**src/rtl/secure_lsu_pkg.sv**
```systemverilog
// Shared types for the secured load/store unit.
// Size codes, fault codes and the sequencing state enum.
package secure_lsu_pkg;

    localparam logic [1:0] SZ_B = 2'd0;
    localparam logic [1:0] SZ_H = 2'd1;
    localparam logic [1:0] SZ_W = 2'd2;

    localparam logic [1:0] FLT_OK    = 2'd0;
    localparam logic [1:0] FLT_KEY   = 2'd1;
    localparam logic [1:0] FLT_RANGE = 2'd2;
    localparam logic [1:0] FLT_ALIGN = 2'd3;

    typedef enum logic [2:0] {
        IDLE,
        RD,
        RDW,
        WR,
        RESP
    } state_e;

endpackage

```
**src/rtl/secure_lsu_lane.sv**
```systemverilog
// Byte-lane logic: load extract/extend and sub-word store merge.
// Ports: size/uns/off select the lane, word is the memory word,
//   wdata the right-aligned store data; ld_data/st_data are results.
module lsu_lane
    import secure_lsu_pkg::*;
(
    input  logic [1:0]  size,
    input  logic        uns,
    input  logic [1:0]  off,
    input  logic [31:0] word,
    input  logic [31:0] wdata,
    output logic [31:0] ld_data,
    output logic [31:0] st_data
);

    logic [7:0]  byte_sel;
    logic [15:0] half_sel;

    always_comb begin
        byte_sel = word[{off, 3'b000} +: 8];
        half_sel = word[{off[1], 4'b0000} +: 16];

        ld_data = word;
        st_data = word;
        unique case (size)
            SZ_B: begin
                ld_data = {{24{~uns & byte_sel[7]}}, byte_sel};
                st_data[{off, 3'b000} +: 8] = wdata[7:0];
            end
            SZ_H: begin
                ld_data = {{16{~uns & half_sel[15]}}, half_sel};
                st_data[{off[1], 4'b0000} +: 16] = wdata[15:0];
            end
            default: begin
                ld_data = word;
                st_data = wdata;
            end
        endcase
    end

endmodule

```
**src/rtl/secure_lsu.sv**
```systemverilog
// Secured load/store front-end for a 2**ADDR_W x 32 keyed memory.
// Ports: req_* core request, rsp_* response, fault_count,
//   mem_* to/from the memory (registered read, 32-bit writes).
module secure_lsu
    import secure_lsu_pkg::*;
#(
    parameter int          ADDR_W    = 10,
    parameter int          KEY_W     = 16,
    parameter logic [31:0] BASE_ADDR = 32'h0000_0000,
    parameter int          FCNT_W    = 8
) (
    input  logic              clk,
    input  logic              rst_n,
    input  logic              req_valid,
    output logic              req_ready,
    input  logic              req_we,
    input  logic [1:0]        req_size,
    input  logic              req_unsigned,
    input  logic [31:0]       req_addr,
    input  logic [31:0]       req_wdata,
    input  logic [KEY_W-1:0]  req_key,
    output logic              rsp_valid,
    input  logic              rsp_ready,
    output logic [31:0]       rsp_rdata,
    output logic [1:0]        rsp_fault,
    output logic [FCNT_W-1:0] fault_count,
    output logic [ADDR_W-1:0] mem_read_address,
    output logic              mem_renable,
    input  logic [31:0]       mem_data_out,
    output logic [ADDR_W-1:0] mem_write_address,
    output logic [31:0]       mem_data_in,
    output logic              mem_wenable,
    input  logic [KEY_W-1:0]  mem_key_access
);

    state_e              state_q, state_d;
    logic                we_q, we_d;
    logic [1:0]          size_q, size_d;
    logic                uns_q, uns_d;
    logic [ADDR_W+1:0]   addr_q, addr_d;
    logic [31:0]         wdata_q, wdata_d;
    logic [31:0]         rdata_q, rdata_d;
    logic [1:0]          fault_q, fault_d;
    logic [FCNT_W-1:0]   fcnt_q, fcnt_d;
    logic [31:0]         wr_data_q, wr_data_d;

    logic [1:0]          flt;
    logic [31:0]         ld_data;
    logic [31:0]         st_data;

    lsu_lane u_lane (
        .size    (size_q),
        .uns     (uns_q),
        .off     (addr_q[1:0]),
        .word    (mem_data_out),
        .wdata   (wdata_q),
        .ld_data (ld_data),
        .st_data (st_data)
    );

    // Checks look at the live request; they only matter on accept.
    always_comb begin
        flt = FLT_OK;
        if (req_key != mem_key_access) begin
            flt = FLT_KEY;
        end else if (req_addr[31:ADDR_W+2]
                     != BASE_ADDR[31:ADDR_W+2]) begin
            flt = FLT_RANGE;
        end else if ((req_size == 2'd3)
                     || (req_size == SZ_H && req_addr[0])
                     || (req_size == SZ_W && req_addr[1:0] != 2'b00)) begin
            flt = FLT_ALIGN;
        end
    end

    always_comb begin
        state_d   = state_q;
        we_d      = we_q;
        size_d    = size_q;
        uns_d     = uns_q;
        addr_d    = addr_q;
        wdata_d   = wdata_q;
        rdata_d   = rdata_q;
        fault_d   = fault_q;
        fcnt_d    = fcnt_q;
        wr_data_d = wr_data_q;
        req_ready = (state_q == IDLE);
        unique case (state_q)
            IDLE: begin
                if (req_valid) begin
                    we_d    = req_we;
                    size_d  = req_size;
                    uns_d   = req_unsigned;
                    addr_d  = req_addr[ADDR_W+1:0];
                    wdata_d = req_wdata;
                    rdata_d = '0;
                    fault_d = flt;
                    if (flt != FLT_OK) begin
                        state_d = RESP;
                        if (fcnt_q != '1) begin
                            fcnt_d = fcnt_q + 1'b1;
                        end
                    end else if (req_we && req_size == SZ_W) begin
                        wr_data_d = req_wdata;
                        state_d   = WR;
                    end else begin
                        state_d = RD;
                    end
                end
            end
            RD: state_d = RDW;
            RDW: begin
                if (we_q) begin
                    wr_data_d = st_data;
                    state_d   = WR;
                end else begin
                    rdata_d = ld_data;
                    state_d = RESP;
                end
            end
            WR: state_d = RESP;
            RESP: begin
                if (rsp_ready) begin
                    state_d = IDLE;
                end
            end
            default: state_d = IDLE;
        endcase
    end

    always_ff @(posedge clk or negedge rst_n) begin
        if (!rst_n) begin
            state_q   <= IDLE;
            we_q      <= 1'b0;
            size_q    <= SZ_B;
            uns_q     <= 1'b0;
            addr_q    <= '0;
            wdata_q   <= '0;
            rdata_q   <= '0;
            fault_q   <= FLT_OK;
            fcnt_q    <= '0;
            wr_data_q <= '0;
        end else begin
            state_q   <= state_d;
            we_q      <= we_d;
            size_q    <= size_d;
            uns_q     <= uns_d;
            addr_q    <= addr_d;
            wdata_q   <= wdata_d;
            rdata_q   <= rdata_d;
            fault_q   <= fault_d;
            fcnt_q    <= fcnt_d;
            wr_data_q <= wr_data_d;
        end
    end

    assign rsp_valid         = (state_q == RESP);
    assign rsp_rdata         = rdata_q;
    assign rsp_fault         = fault_q;
    assign fault_count       = fcnt_q;
    assign mem_read_address  = addr_q[ADDR_W+1:2];
    assign mem_write_address = addr_q[ADDR_W+1:2];
    assign mem_renable       = (state_q == RD);
    assign mem_wenable       = (state_q == WR);
    assign mem_data_in       = wr_data_q;

endmodule

```
**config.mk**
```make
export PLATFORM = sky130hd
export DESIGN_NAME = secure_lsu
export DESIGN_NICKNAME = d
export VERILOG_FILES = /design/src/rtl/secure_lsu_pkg.sv /design/src/rtl/secure_lsu_lane.sv /design/src/rtl/secure_lsu.sv
export SDC_FILE = /design/constraint.sdc
export NUM_CORES = 1
export LEC_CHECK = 0
export BUFFER_PORTS_ARGS = -buffer_cell sky130_fd_sc_hd__buf_4
export CAP_MARGIN = 40
export CORE_AREA = 2 2 122 148
export CTS_CLUSTER_DIAMETER = 40
export DETAILED_ROUTE_END_ITERATION = 10
export DIE_AREA = 0 0 124 150
export GPL_TIMING_DRIVEN = 0
export PLACE_DENSITY = 0.68
export SYNTH_ARGS = -nofsm -noshare
export SYNTH_HDL_FRONTEND = slang
export SYNTH_SLANG_ARGS = --single-unit
export TNS_END_PERCENT = 1
```
**constraint.sdc**
```tcl
create_clock -name clk -period 2.99 [get_ports clk]
set_input_delay 0.1495 -clock clk [delete_from_list [all_inputs] [get_ports clk]]
set_output_delay 0.1495 -clock clk [all_outputs]
set_load 0.02 [all_outputs]
```
==> results of run 1 <==
[critical path: stages (launching register included)]
cell	delay [ns]
dfrtp_1	0.36
buf_2	0.25
clkinvlp_4	0.29
ha_1	0.42
nor4bb_1	0.07
clkbuf_1	0.20
a221o_1	0.34
a221oi_1	0.38
nor2_1	0.11
mux2_4	0.28
[placed cells by master (no fill, tap or decap), drive strengths merged, types with 8 or more instances in the layout]
cell,instances
a221oi,27
dfrtp,125
mux2i,10
a31oi,9
dlygate4sd3,49
nand2b,11
inv,15
buf,279
a21oi,34
xnor2,17
nand2,200
mux2,38
a22o,23
o21ai,42
mux4,9
nor2,47
clkbuf,46
a22oi,8
[routing by layer]
layer	part of all wire [%]	vias up	routed length (um)	global-route usage, %
met5	0	-	0	0
met4	3.3	0	830	11.7
met3	7.0	55	1760	5.30
met2	51	358	12800	46.8
met1	39	3422	9860	34.6
li1	-	3311	-	-
[worst min path at each step]
stage | startpoint | to | cells past startpoint | slack (ns)
finish | rsp_ready | state_q[2] | 3 | 0.04
global route | rsp_ready | state_q[2] | 3 | 0.03
CTS | req_valid | state_q[1] | 3 | 0.03
detailed placement | rst_n | rsp_rdata[25] | 1 | 0.21
global placement | req_addr[2] | addr_q[2] | 3 | 0.34
floorplan | rst_n | addr_q[0] | 0 | -0.15
[cells by family (layout without fill, tap and decap cells)]
logic type	after synthesis	after routing	synth area share (%)
compound gates	177	177	17.5
flops	125	125	43.3
xor+xnor	23	23	2.79
fa+ha+maj	6	6	1.04
mux	57	57	11.7
buf+inv	85	400	6.04
simple gates	296	296	17.7
[flip-flops by register name, indices dropped and copies added, names as in the netlist]
signal       count
addr_q          12
fault_count      8
mem_data_in     32
rsp_fault        2
rsp_rdata       32
size_q           2
state_q          3
uns_q            1
wdata_q         32
we_q             1
[final cells by class]
cell class / count / area [um2] / area share, %
multi-input cells: 559 / 3670 / 35.4
flip-flops and latches: 125 / 3130 / 30.2
repair buffers: 283 / 2270 / 21.9
clock buffers: 21 / 470 / 4.54
plain buffers: 70 / 384 / 3.71
well taps: 220 / 275 / 2.66
clock inverters: 11 / 111 / 1.07
inverters: 15 / 60.1 / 0.579
[timing repair]
item                                    in CTS  in global routing
resized for setup                            2                  2
endpoints found under the hold margin      118                  0
endpoints found under the setup margin      19                 12
buffers inserted                             0                  0
cloned                                       0                  0
hold buffers                                49                  0
[metrics by stage]
stage | setup slack (ns) | TNS (ns)
after floorplan | 0.242 | 0
after global placement | -0.320 | -3.10
after detailed placement | -0.336 | -3.30
after CTS | 0.106 | 0
after global routing | 0.0286 | 0
final | 0.188 | 0
[power by group through the flow]
stage	Clock, mW	Sequential [mW]	Combinational, mW
after detailed placement	0	2.11	1.66
final	2.01	2.10	1.74
after floorplan	0	2.09	0.978
after global placement	0	2.11	1.63
after global routing	2.12	2.12	1.89
after CTS	2.04	2.08	1.72
==> metrics.txt, run 1 <==
Root Driver clkbuf_16; crit path DAT 3.11 ns; hold_ws 0.0377 ns; CTS tree done; total power 5.85 mW; Reg2Reg Depth 9; Leak 5.19 nW; I/O pin count 234; CTS sink cnt 125; design area 0.0104 mm2; final RePlAce weighted congestion 0.922; initial core utilization 41.9%; leading area contributor after synthesis dfrtp_1; final WL 25,200 um; Psw 1.99 mW; vias in the first global route 6,976; Worst Skew 0.00585 ns; Die Ht 150 um; final core utilization 60.1%; ys async rst share 100%; most numerous cell in the Yosys netlist nand2_1; first-pass GRT wire length 38,800 um; Yosys reg bits 125; number of flops mapped to enable cells by yosys 0; Num CTS Buffers 17; reg2reg setup slack 0.19 ns; crit path from addr_q[1]; Iteration-0 DRC Markers 818; final cycle utilization of the critical path 93.7%; chip width 124 um; sequential area share after synthesis 43.3%; Gate Count Post-Synth 769; num rows 53; crit path launch type register; Setup crit end kind register; Slew Viols, Final 0; pwr/cell area 564 mW/mm2; total core area 0.0172 mm2; Flop pwr share 35.9%; Total Routing Usage GR 27.8%; IO Port Bufs 233; largest net degree at the start of global routing 72; Net Sw Frac 34.1%; worst slew pin tran 0.856 ns; library cells used by synthesis 56; GR Overflow Total 0; Synth Warn # 0; Worst-Skew Late Latency 0.42 ns; maximum vdd ir drop 387 uV; DIE AREA 0.0186 mm2; vias 7,146; initial antenna violation count 0; final setup vio count 0; layout cells sized above 1 33.4%; HP Class in -> reg; Internal Power 3.85 mW; Filler Cell Count 1,487; slew margin rel. 42.9%; Clock power frac 34.4%; Clock H-tree levels 4; worst r2r dst mem_data_in[30]; Worst-path clk slew 0.06 ns; DR WL/cell 19.4 um; via-per-instance ratio 5.48; Max Clk Rate 357 MHz; first-pass iteration count of the detailed router 6; worst-path fanout max 12; share of Yosys cell area claimed by the top area cell type 43.3%; Syn Nets 911; DR DRC count 0; Post-synth top flop dfrtp_1; minimum clock period 2.80 ns; Comb pwr share 29.7%; Setup crit end mem_data_in[30]; area grow syn2layout 43.4%; Max Cap Viol 0; Post-DP Area 0.00928 mm2; status finished, final reports clean; Crit Path Class reg -> reg; placed cells 1,223; final hold violation count 0; antenna cells 0; clock buffer depth 2; list of most frequent post-synthesis cells nand2_1, dfrtp_1, nor2_1, o21ai_0, a21oi_1; Critical Path RT 3.30 ns; final antenna-violating net count 0; Layout Cells excl Fill 1,304; fin nets 1,213; RR Startpoint addr_q[1]; DP HPWL 18,800 um; mapped cell area 0.00723 mm2; ranking of synthesized cells by area dfrtp_1, nand2_1, mux2_4; mean area per synthesized cell 9.40 um2; RSZ-0062 raised after global routing false
Power figures use the tool's default switching activity.
==> inputs of run 2 (changes only) <==
- CORE_AREA: 2 2 122 148 -> 2 2 117 141
- DIE_AREA: 0 0 124 150 -> 0 0 119 143
- PLACE_DENSITY: 0.68 -> 0.77
- clock period: 2.99 -> 2.55 ns (I/O delays scaled with it)
==> run 2 against run 1 <==
Compared with the run above: combinational power increased by 19%; sequential share of layout area is essentially flat; power increased by 17%; largest power group unchanged; global-route usage rose by 2.9 points; design area is essentially flat; sequential cell count unchanged.
==> metrics.txt, run 2 (synthesized netlist as in run 1, its figures left out) <==
worst-path fanout max 10 (-2); CTS sink cnt 125 (unchanged); Total Routing Usage GR 30.7% (+2.9 points); final cycle utilization of the critical path 97.9% (+4.2 points); Setup crit end kind register; Worst Skew 0.00828 ns (+0.00243 ns); area grow syn2layout 43.6% (about the same); fin nets 1,214 (+0.082%); Crit path max-delay family simple AND/OR/NAND/NOR gates; worst r2r dst mem_data_in[6]; Post CTS Setup Buffer Count 0 (unchanged); DR DRC count 0 (unchanged); worst hold path depth 3 (unchanged); Critical Path RT 2.92 ns (-0.38 ns); hold_ws 0.0249 ns (-0.0128 ns); slew margin rel. 54.9% (+12 points); initial antenna violation count 0 (unchanged); final antenna-violating net count 0 (unchanged); chip width 119 um (-4.0%); Internal Power 4.46 mW (+16%); Die Ht 143 um (-4.7%); final setup margin 0.0524 ns (-0.136 ns); DR WL/cell 19.8 um (+2.3%); Hold Path End state_q[1]; clock buffer depth 2 (unchanged); Post-Route Setup TNS 0 ns (unchanged); maximum vdd ir drop 435 uV (+12%); Comb pwr share 30.2% (+0.5 points); minimum clock period 2.50 ns (-0.304 ns); CTS tree done; Num CTS Buffers 17 (unchanged); initial core utilization 46.4% (+4.5 points); FF/Latch Area 0.00313 mm2 (about the same); CP peak stage delay 0.54 ns (+0.12 ns); Clock power frac 34.0% (-0.4 points); RR Startpoint addr_q[0]; num rows 50 (-5.7%); GR Overflow Total 0 (unchanged); largest net degree at the start of global routing 82 (+14%); Worst-Skew Late Latency 0.43 ns (about the same); vias in the first global route 7,217 (+3.5%); Worst-path clk slew 0.06 ns (about the same); Reg2Reg Depth 8 (-1); final setup vio count 0 (unchanged); first-pass GRT wire length 39,600 um (+2.1%); final WL 25,600 um (+1.5%); CP Cell Sequence buf_8, inv_1, ha_1, or4bb_1, a21oi_4, a221oi_1, nor2_1, mux2_4; stages on the worst setup path 8 (-1); Max Cap Viol 0 (unchanged); I/O pin count 234 (unchanged); reg2reg setup slack 0.05 ns (-0.14 ns); most frequent cells in the layout buf_4, nand2_1, dfrtp_1, dlygate4sd3_1, nor2_1; DP HPWL 18,500 um (-1.4%); HP Class in -> reg; DIE AREA 0.0170 mm2 (-8.5%); pwr/cell area 661 mW/mm2 (+17%); most common cell after layout, fill and taps aside buf_4; crit path launch type register; Slew Viols, Final 0 (unchanged); Net Sw Frac 35.0% (+0.96 points); IO Port Bufs 233 (unchanged); RSZ-0062 raised after global routing true; Root Driver clkbuf_16; multi-input logic area 0.00368 mm2 (+0.48%); worst slew pin tran 0.675 ns (-0.182 ns); layout cells sized above 1 33.8% (+0.43 points); crit path DAT 2.87 ns (-0.24 ns); Max Clk Rate 400 MHz (+12%); Iteration-0 DRC Markers 852 (+4.2%); Bufs and invs on worst path 2 (-1); antenna cells 0 (unchanged); final hold violation count 0 (unchanged); final RePlAce weighted congestion 0.988 (+7.2%); total core area 0.0156 mm2 (-9.7%); Hold Startpoint req_valid; final core utilization 66.6% (+6.5 points); vias 7,332 (+2.6%); Flop pwr share 35.8% (about the same); Psw 2.40 mW (+21%); Setup WS pre-CTS -0.532 ns (-0.196 ns); Crit Path Class reg -> reg; Leak 5.20 nW (about the same); Clock H-tree levels 4 (unchanged); critical path's slowest cell or4bb_1; first-pass iteration count of the detailed router 9 (+3); status finished, final reports clean; via-per-instance ratio 5.67 (+3.5%); Filler Cell Count 1,244 (-16%)
## run 2: power by group through the flow
stage,clock [mW],combinational (mW),sequential [mW]
3_3_place_gp,0,1.91,2.47
4_1_cts,2.35,2.03,2.44
6_report,2.33,2.07,2.46
2_1_floorplan,0,1.15,2.45
3_5_place_dp,0,1.94,2.47
5_1_grt,2.44,2.24,2.48
## run 2: worst register-to-register path: stages (launching register included)
cell and delay, ns:
dfrtp_2 0.45, buf_8 0.19, inv_1 0.11, ha_1 0.35
or4bb_1 0.54, a21oi_4 0.27, a221oi_1 0.18, nor2_1 0.18
mux2_4 0.17
## run 2: how the worst max path moves through the flow
stage	start	end	slack [ns]
final	addr_q[0]	mem_data_in[6]	0.05
after floorplan	addr_q[0]	mem_data_in[1]	0.1
after global placement	addr_q[1]	mem_data_in[4]	-0.51
after CTS	addr_q[0]	mem_data_in[4]	0.002
after global routing	addr_q[1]	mem_data_in[30]	-0.03
after detailed placement	addr_q[1]	mem_data_in[4]	-0.53
## run 2: cell type report
class | count | share of cell area [%]
Timing Repair Buffer | 284 | 22.0
Tap cell | 208 | 2.51
Clock inverter | 15 | 1.34
Clock buffer | 17 | 4.10
Inverter | 15 | 0.591
Buffer | 70 | 3.81
Sequential cell | 125 | 30.2
Multi-Input combinational cell | 559 | 35.5
## run 2: timing repair
item | CTS | global route
hold buffers | 50 | 0
pin swaps | 0 | 1
setup endpoints to repair | 32 | 21
resized for setup | 8 | 5
endpoints found under the hold margin | 93 | 0
## run 2: layer usage
layer,global-route usage [%],wire (um),up-vias
li1,-,-,3315
met1,36.6,9410,3496
met2,54.0,13100,456
met3,6.23,2080,65
met4,13.0,987,0
met5,0,0,-
## run 2: metrics by stage
stage | area, um2 | std cells | power [mW]
global route | 10400 | 1293 | 7.16
floorplan | 7230 | 769 | 3.60
global placement | 9240 | 1210 | 4.38
CTS | 10400 | 1293 | 6.82
finish | 10400 | 1293 | 6.86
detailed placement | 9270 | 1211 | 4.41
